### config.mk
export PLATFORM = sky130hd
export DESIGN_NAME = wb_timer_multi
export DESIGN_NICKNAME = d
export VERILOG_FILES = /design/src/rtl/wb_timer_multi.sv
export SDC_FILE = /design/constraint.sdc
export NUM_CORES = 1
export LEC_CHECK = 0
export CORE_ASPECT_RATIO = 0.5
export CORE_MARGIN = 2
export CORE_UTILIZATION = 52
export CTS_BUF_LIST = sky130_fd_sc_hd__clkbuf_4
export DETAILED_ROUTE_END_ITERATION = 12
export GPL_ROUTABILITY_DRIVEN = 0
export PLACE_DENSITY_LB_ADDON = 0.08
export SLEW_MARGIN = 25
export SYNTH_ARGS = -nofsm -noshare
export SYNTH_HDL_FRONTEND = slang
export SYNTH_SLANG_ARGS = --single-unit
export TNS_END_PERCENT = 100
### constraint.sdc
create_clock -name clk -period 2.79 [get_ports clk]
set_input_delay 0.279 -clock clk [delete_from_list [all_inputs] [get_ports clk]]
set_output_delay 0.279 -clock clk [all_outputs]
set_load 0.1 [all_outputs]
### src/rtl/wb_timer_multi.sv
`timescale 1ns/1ps
// wb_timer_multi
// Multi-channel compare/auto-reload timer on a 32-bit Wishbone slave port,
// with a general-purpose output register and a synchronised input register.
//
// Optional feature macro: WB_TIMER_MULTI_PRESCALER_EN
//   defined   -> 16-bit PRESCALE register at 0x108; channels advance once every
//                PRESCALE+1 clocks
//   undefined -> channels advance every clock; 0x108 reads 0, writes ignored
//
// Ports:
//   clk, reset         system clock, synchronous active-high reset
//   wb_adr_i[8:2]      register address (adr[8]=0 channel region, 1 global)
//   wb_dat_i/wb_dat_o  write / read data
//   wb_sel_i           byte selects
//   wb_stb_i/wb_cyc_i  strobe / cycle
//   wb_we_i            write enable
//   wb_ack_o           single-cycle acknowledge
//   intr[NUM_CH]       per-channel level interrupt (TRIG & IRQEN, registered)
//   gpo[GPO_W]         general-purpose outputs
//   gpi[GPI_W]         asynchronous general-purpose inputs
module wb_timer_multi #(
    parameter int NUM_CH = 4,
    parameter int CNT_W  = 32,
    parameter int GPO_W  = 8,
    parameter int GPI_W  = 8
) (
    input  logic              clk,
    input  logic              reset,
    input  logic [31:0]       wb_adr_i,
    input  logic [31:0]       wb_dat_i,
    output logic [31:0]       wb_dat_o,
    input  logic [3:0]        wb_sel_i,
    input  logic              wb_stb_i,
    input  logic              wb_cyc_i,
    input  logic              wb_we_i,
    output logic              wb_ack_o,
    output logic [NUM_CH-1:0] intr,
    output logic [GPO_W-1:0]  gpo,
    input  logic [GPI_W-1:0]  gpi
);

    logic [NUM_CH-1:0] en, ar, irqen, trig, match;
    logic [NUM_CH-1:0] tcr_wr, cmp_wr, cnt_wr;
    logic [CNT_W-1:0]  compare [NUM_CH];
    logic [CNT_W-1:0]  counter [NUM_CH];
    logic [GPI_W-1:0]  gpi_s1, gpi_s2;
    logic [31:0]       rdata;
    logic              req, wr_en, is_glob, gpo_wr, tick;
    logic [3:0]        ch_sel;
    logic [1:0]        reg_sel;
    logic              unused_adr;

    // Replace only the selected bytes of a register image.
    function automatic logic [31:0] byte_merge(input logic [31:0] old_val,
                                               input logic [31:0] new_val,
                                               input logic [3:0]  sel);
        logic [31:0] res;
        for (int b = 0; b < 4; b++)
            res[b*8 +: 8] = sel[b] ? new_val[b*8 +: 8] : old_val[b*8 +: 8];
        return res;
    endfunction

    // A new request is one not already being acknowledged; writes take
    // effect in the ack cycle while the master still holds the bus.
    assign req        = wb_stb_i & wb_cyc_i & ~wb_ack_o;
    assign wr_en      = wb_ack_o & wb_stb_i & wb_cyc_i & wb_we_i;
    assign is_glob    = wb_adr_i[8];
    assign ch_sel     = wb_adr_i[7:4];
    assign reg_sel    = wb_adr_i[3:2];
    assign gpo_wr     = wr_en & is_glob & (reg_sel == 2'd0);
    assign unused_adr = &{1'b0, wb_adr_i[31:9], wb_adr_i[1:0]};

    // Per-channel write strobes; channels at or above NUM_CH never match.
    always_comb begin
        tcr_wr = '0;
        cmp_wr = '0;
        cnt_wr = '0;
        for (int i = 0; i < NUM_CH; i++) begin
            if (wr_en && !is_glob && ch_sel == 4'(i)) begin
                tcr_wr[i] = (reg_sel == 2'd0) && wb_sel_i[0];
                cmp_wr[i] = (reg_sel == 2'd1);
                cnt_wr[i] = (reg_sel == 2'd2);
            end
        end
    end

`ifdef WB_TIMER_MULTI_PRESCALER_EN
    logic [15:0] prescale, pre_cnt;
    logic        pre_wr;

    assign pre_wr = wr_en & is_glob & (reg_sel == 2'd2);
    assign tick   = (pre_cnt == prescale);

    // Free-running divider; a PRESCALE write restarts the phase at 0.
    always_ff @(posedge clk) begin
        if (reset) begin
            prescale <= '0;
            pre_cnt  <= '0;
        end else if (pre_wr) begin
            prescale <= 16'(byte_merge(32'(prescale), wb_dat_i, wb_sel_i));
            pre_cnt  <= '0;
        end else begin
            pre_cnt <= tick ? 16'd0 : pre_cnt + 16'd1;
        end
    end
`else
    assign tick = 1'b1;
`endif

    always_comb begin
        for (int i = 0; i < NUM_CH; i++)
            match[i] = tick & en[i] & (counter[i] == compare[i]);
    end

    // Channel state. A match setting TRIG wins over a W1C in the same cycle,
    // and a software COUNTER write wins over increment/reload.
    always_ff @(posedge clk) begin
        if (reset) begin
            en    <= '0;
            ar    <= '0;
            irqen <= '0;
            trig  <= '0;
            intr  <= '0;
            for (int i = 0; i < NUM_CH; i++) begin
                compare[i] <= '0;
                counter[i] <= '0;
            end
        end else begin
            intr <= trig & irqen;
            for (int i = 0; i < NUM_CH; i++) begin
                if (tcr_wr[i]) begin
                    en[i]    <= wb_dat_i[0];
                    ar[i]    <= wb_dat_i[1];
                    irqen[i] <= wb_dat_i[2];
                end else if (match[i] && !ar[i]) begin
                    en[i] <= 1'b0;
                end

                if (match[i])
                    trig[i] <= 1'b1;
                else if (tcr_wr[i] && wb_dat_i[3])
                    trig[i] <= 1'b0;

                if (cmp_wr[i])
                    compare[i] <= CNT_W'(byte_merge(32'(compare[i]), wb_dat_i, wb_sel_i));

                if (cnt_wr[i])
                    counter[i] <= CNT_W'(byte_merge(32'(counter[i]), wb_dat_i, wb_sel_i));
                else if (match[i]) begin
                    if (ar[i])
                        counter[i] <= '0;
                end else if (tick && en[i])
                    counter[i] <= counter[i] + CNT_W'(1);
            end
        end
    end

    // GPO register and two-flop input synchroniser.
    always_ff @(posedge clk) begin
        if (reset) begin
            gpo    <= '0;
            gpi_s1 <= '0;
            gpi_s2 <= '0;
        end else begin
            gpi_s1 <= gpi;
            gpi_s2 <= gpi_s1;
            if (gpo_wr)
                gpo <= GPO_W'(byte_merge(32'(gpo), wb_dat_i, wb_sel_i));
        end
    end

    // Read multiplexer; anything unmapped reads as zero.
    always_comb begin
        rdata = '0;
        if (!is_glob) begin
            for (int i = 0; i < NUM_CH; i++) begin
                if (ch_sel == 4'(i)) begin
                    case (reg_sel)
                        2'd0:    rdata = {28'd0, trig[i], irqen[i], ar[i], en[i]};
                        2'd1:    rdata = 32'(compare[i]);
                        2'd2:    rdata = 32'(counter[i]);
                        default: rdata = '0;
                    endcase
                end
            end
        end else begin
            case (reg_sel)
                2'd0:    rdata = 32'(gpo);
                2'd1:    rdata = 32'(gpi_s2);
`ifdef WB_TIMER_MULTI_PRESCALER_EN
                2'd2:    rdata = 32'(prescale);
`else
                2'd2:    rdata = '0;
`endif
                default: rdata = 32'(NUM_CH);
            endcase
        end
    end

    // Read data is captured with the request so it is valid alongside ack.
    always_ff @(posedge clk) begin
        if (reset) begin
            wb_ack_o <= 1'b0;
            wb_dat_o <= '0;
        end else begin
            wb_ack_o <= req;
            wb_dat_o <= (req && !wb_we_i) ? rdata : 32'd0;
        end
    end

endmodule
Word level (Yosys, flattened, before mapping)
Memories as Yosys holds them, arrays and structs flattened.
Index checks and enable logic that the tools add are counted.
{"block": "classes", "n_addsub": 4, "mul": 0, "div": 0, "magnitude_cmp": 0, "eq_ne": 9, "shift": 0, "mux": 152, "bitwise_logic": 30, "reduce_logical": 33}
{"operator": "32-bit two-way mux", "n": 21}
{"operator": "32-bit case mux with 3 select lines", "n": 4}
{"operator": "8-bit two-way mux", "n": 32}
{"operator": "32-bit by 1-bit adder with 32-bit output, second input constant", "n": 4}
{"operator": "32-bit equality test", "n": 4}
{"operator": "1-bit two-way mux", "n": 94}
{"operator": "8-bit case mux with 3 select lines", "n": 1}
{"operator": "1-bit bitwise OR", "n": 16}
{"operator": "2-bit nonzero test", "n": 8}
{"operator": "1-bit logical AND", "n": 15}
{"operator": "1-bit AND", "n": 11}
{"operator": "4-bit by 2-bit equality test with 1-bit output, second input constant", "n": 2}
{"operator": "1-bit logical NOT", "n": 6}
{"operator": "4-bit AND", "n": 1}
{"operator": "4-bit by 1-bit equality test with 1-bit output, second input constant", "n": 1}
{"operator": "4-bit logical NOT", "n": 1}
{"operator": "2-bit by 1-bit equality test with 1-bit output, second input constant", "n": 1}
{"operator": "2-bit equality test, second input constant", "n": 1}
{"operator": "2-bit logical NOT", "n": 1}
{"operator": "1-bit NOT", "n": 2}
{"operator": "2-bit AND reduction", "n": 1}
{"operator": "2-bit OR reduction", "n": 1}
{"block": "totals", "reg_bits": 77, "latchBits": 0, "ramBits": 256, "mem_bits_ro": 0, "out_inout_bits": 45, "n_memories": 2}
{"name": "compare", "depth": 4, "width": 32, "read_ports": 4, "rd_ports_with_merged_regs": 0, "write_ports": 4, "line": "45", "rtl": "logic [CNT_W-1:0] compare [NUM_CH];"}
{"name": "counter", "depth": 4, "width": 32, "read_ports": 4, "rd_ports_with_merged_regs": 0, "write_ports": 4, "line": "46", "rtl": "logic [CNT_W-1:0] counter [NUM_CH];"}

Depth between registers and ports, before layout
Gate-level depths: netlist of the first run.
{"block": "logic_depth", "depth_word": 12, "depth_mapped": 9, "ltp_nobuf": 7}

Worst setup path before layout of the first run
Ideal clock, no wire load.
{"block": "synth_timing", "kind": "reg2reg", "start": "reg wb_ack_o", "end": "mem counter[3][0] (enable)", "setup_ns": 0.377, "arrival_time_ns": 2.552, "required_time_ns": 2.413, "setup_slack_ns": -0.139, "stages_incl_launch_ff": 5, "n_path_buf": 0, "synth_period_minus_slack_ns": 2.929, "path_cell_list": "dfxtp_1 nand4_1 nor3_1 a21oi_1 a22oi_1"}
{"element": "start: declaration", "line": "37", "rtl": "output logic wb_ack_o,"}
{"element": "start signal: assignment", "line": "207", "rtl": "wb_ack_o <= req;"}
{"element": "end: declaration", "line": "46"}

==> results.sh, run 1 <==
export IMPL_status="finished, final reports clean"
export IMPL_wl_per_cell_um=25.4
export IMPL_seq_area_frac_synth_pct=48.2
export IMPL_drv_slew=0
export IMPL_ys_types=59
export IMPL_synthTopCellsByCount="edfxtp_1 (256), xnor2_1 (164), nand2_1 (159), nor2_1 (155), a22oi_1 (141)"
export IMPL_grt_use_total_pct=34.9
export IMPL_hold_viol=0
export IMPL_synth_mux_area_fraction_pct=1.94
export IMPL_maxSlewHeadroom_pct=35.7
export IMPL_antenna_found_initial=5
export IMPL_cts_htree_levels=3
export IMPL_netlist_area_um2=19100
export IMPL_worst_slack_ns=0.124
export IMPL_synth_xor_area_share_pct=11.4
export IMPL_area_growth_pct=18.0
export IMPL_skew_ns=0.0467
export IMPL_io_buffers=100
export IMPL_grt_overflow=0
export IMPL_synthCells=1907
export IMPL_rsz0062_at_grt="false"
export IMPL_place_ws_ns=0.0414
export IMPL_synth_simple_area_share_pct=19.3
export IMPL_avgSynthCellArea_um2=10.0
export IMPL_ios=126
export IMPL_synth_adder_area_share_pct=0.262
export IMPL_postPlaceCellArea_um2=21400
export IMPL_grt_max_degree=65
export IMPL_final_antenna_net_count=0
export IMPL_die_area_um2=38400
export IMPL_die_w_um=275
export IMPL_grt_pass1_wl_um=98900
export IMPL_tns_ns=0
export IMPL_synth_edf_count=256
export IMPL_min_period_ns=2.67
export IMPL_irDropWorstVdd_uv=256
export IMPL_fin_total_pwr_mw=11.0
export IMPL_grt_pass1_vias=15861
export IMPL_via_per_inst=6.31
export IMPL_core_um2=36100
export IMPL_leakage_nw=8.04
export IMPL_die_h_um=140
export IMPL_power_density_nw_per_um2=486
export IMPL_netlist_top_cell_by_area="edfxtp_1"
export IMPL_period_share_pct=95.6
export IMPL_initial_core_util_pct=53.0
export IMPL_finalSetupViolations=0
export IMPL_synth_seq_cells=333
export IMPL_synth_top_family_by_area="simple AND/OR/NAND/NOR gates"
export IMPL_synth_area_leaders="edfxtp_1 (40%), dfxtp_1 (8.1%), xnor2_1 (7.5%)"
export IMPL_drv_cap=0
export IMPL_fin_area_um2=22600
export IMPL_fin_util_pct=62.5
export IMPL_worst_setup_path_start_kind="flip-flop"
export IMPL_insertion_delay_ns=0.80
export IMPL_vias=16767
export IMPL_drive_above_1_share_pct=18.3
export IMPL_fmax_mhz=375
export IMPL_cts_tree="done"
export IMPL_synth_compound_area_share_pct=14.9
export IMPL_rows=49
export IMPL_first_pass_iters=7
export IMPL_endpoint_kind="flip-flop"
export IMPL_cts_sinks=333
export IMPL_worstSetupPathType="reg -> reg"
export IMPL_worst_pin_slew_ns=0.962
export IMPL_synth_main_ff_cell="edfxtp_1"
export IMPL_cp_arrival_ns=3.12
export IMPL_synth_fp_nets=1992
export IMPL_drtIter0Drc=2644
export IMPL_drc=0
export IMPL_post_synth_top_count_cell="edfxtp_1"
export IMPL_hp_class="in -> reg"
export IMPL_async_flop_share_pct=0
export IMPL_synth_warnings=0
export IMPL_clkSlewWorstSetupHoldPaths_ns=0.08
export IMPL_wl_um=67600
export IMPL_crit_required_ns=3.24
export IMPL_clockBufferDepth=3
export IMPL_hpwl_um=49100
export IMPL_cts_made_buffers=78
export IMPL_synth_top_area_share_pct=40.2
export IMPL_crit_path_max_fanout=8
export IMPL_layout_nets=2194
export IMPL_root_buffer="clkbuf_4"
==> through the flow <==
step | hold slack (ns) | cells
finish | 0.0536 | 2656
CTS | 0.000325 | 2649
global route | 0.0280 | 2655
detailed placement | 0.430 | 2505
global placement | 0.421 | 2505
floorplan | 0.402 | 1907
==> critical path, cell delays in order, from the launching register on <==
cell and delay [ns]:
edfxtp_1 0.50, xnor2_1 0.41, nand4_1 0.17, nor4_1 0.32, buf_4 0.23, nand3_1 0.16
nand3_1 0.16, buf_4 0.14, nand2_1 0.25
==> routing by layer <==
layer  vias up  wire, um  track usage (%)
li1       7420         -                -
met1      8066     27800             50.9
met2      1137     28500             50.4
met3       142      9490             10.4
met4         2      1730             9.42
met5         -        13                0
==> cell families after synthesis <==
kind of cell | count (synthesis)
buffers and inverters | 169
muxes | 37
adders and majority gates | 4
DFF | 333
and+or+nand+nor | 709
AOI/OAI and AO/OA | 407
xor gates and xnor gates | 248
==> report_power, final <==
group	internal (mW)	leakage, nW	total, mW	switching, mW
clock	2.20	0.639	4.28	2.09
combinational	0.402	4.12	1.09	0.691
sequential	5.46	3.28	5.59	0.138
==> cells in the final DEF, fill, tap and decap left out, types with 18 or more instances in the layout <==
cell,count
edfxtp_1,256
buf_4,201
xnor2_1,164
nand2_1,157
nor2_1,153
a22oi_1,141
and2_1,133
clkbuf_4,131
xor2_1,84
dfxtp_1,76
nand4_1,73
o21ai_0,69
a21oi_1,67
clkdlybuf4s50_1,53
nand3_1,50
mux2i_1,37
o22ai_1,32
and3_1,31
a2bb2oi_1,21
nor4_1,18
a22o_1,18
==> flip-flops by register name, indices dropped and copies added (netlist names) <==
signal and count:
trig 4, intr 4, irqen 4, gpi_s2 8, ar 4, gpo 8
compare 128, en 4, gpi_s1 8, wb_ack_o 1, counter 128, wb_dat_o 32
==> area by class of cell <==
cell class / count / area [um^2]
diodes: 2 / 5.00
clock buffers: 131 / 983
clock inverters: 10 / 63.8
fillers: 3016 / 13500
inverters: 16 / 60.1
multi-input cells: 1405 / 9230
flip-flops and latches: 333 / 9230
well taps: 484 / 606
repair buffers: 275 / 2400
==> worst paths after layout <==
check / from / endpoint / slack [ns] / cells past startpoint
max: counter[1][4] / counter[1][28] / 0.12 / 8
min: gpi[5] / gpi_s1[5] / 0.05 / 2
max reg2reg: counter[1][4] / counter[1][28] / 0.12 / 8
min reg2reg: gpi_s1[3] / gpi_s2[3] / 0.45 / 1
==> repair_timing <==
item / CTS / global route
setup endpoints to repair: 0 / 55
hold buffers: 3 / 0
hold endpoints to repair: 17 / 0
buffers inserted: 0 / 5
gates resized for setup: 0 / 3
Note: power is estimated with default switching activity, not from simulation.
==> run 2, diff against run 1 <==
ABC_AREA = 0   (was not set)
==> results of run 2 <==
No change in the layout: final DEF, timing and power equal those of run 1.
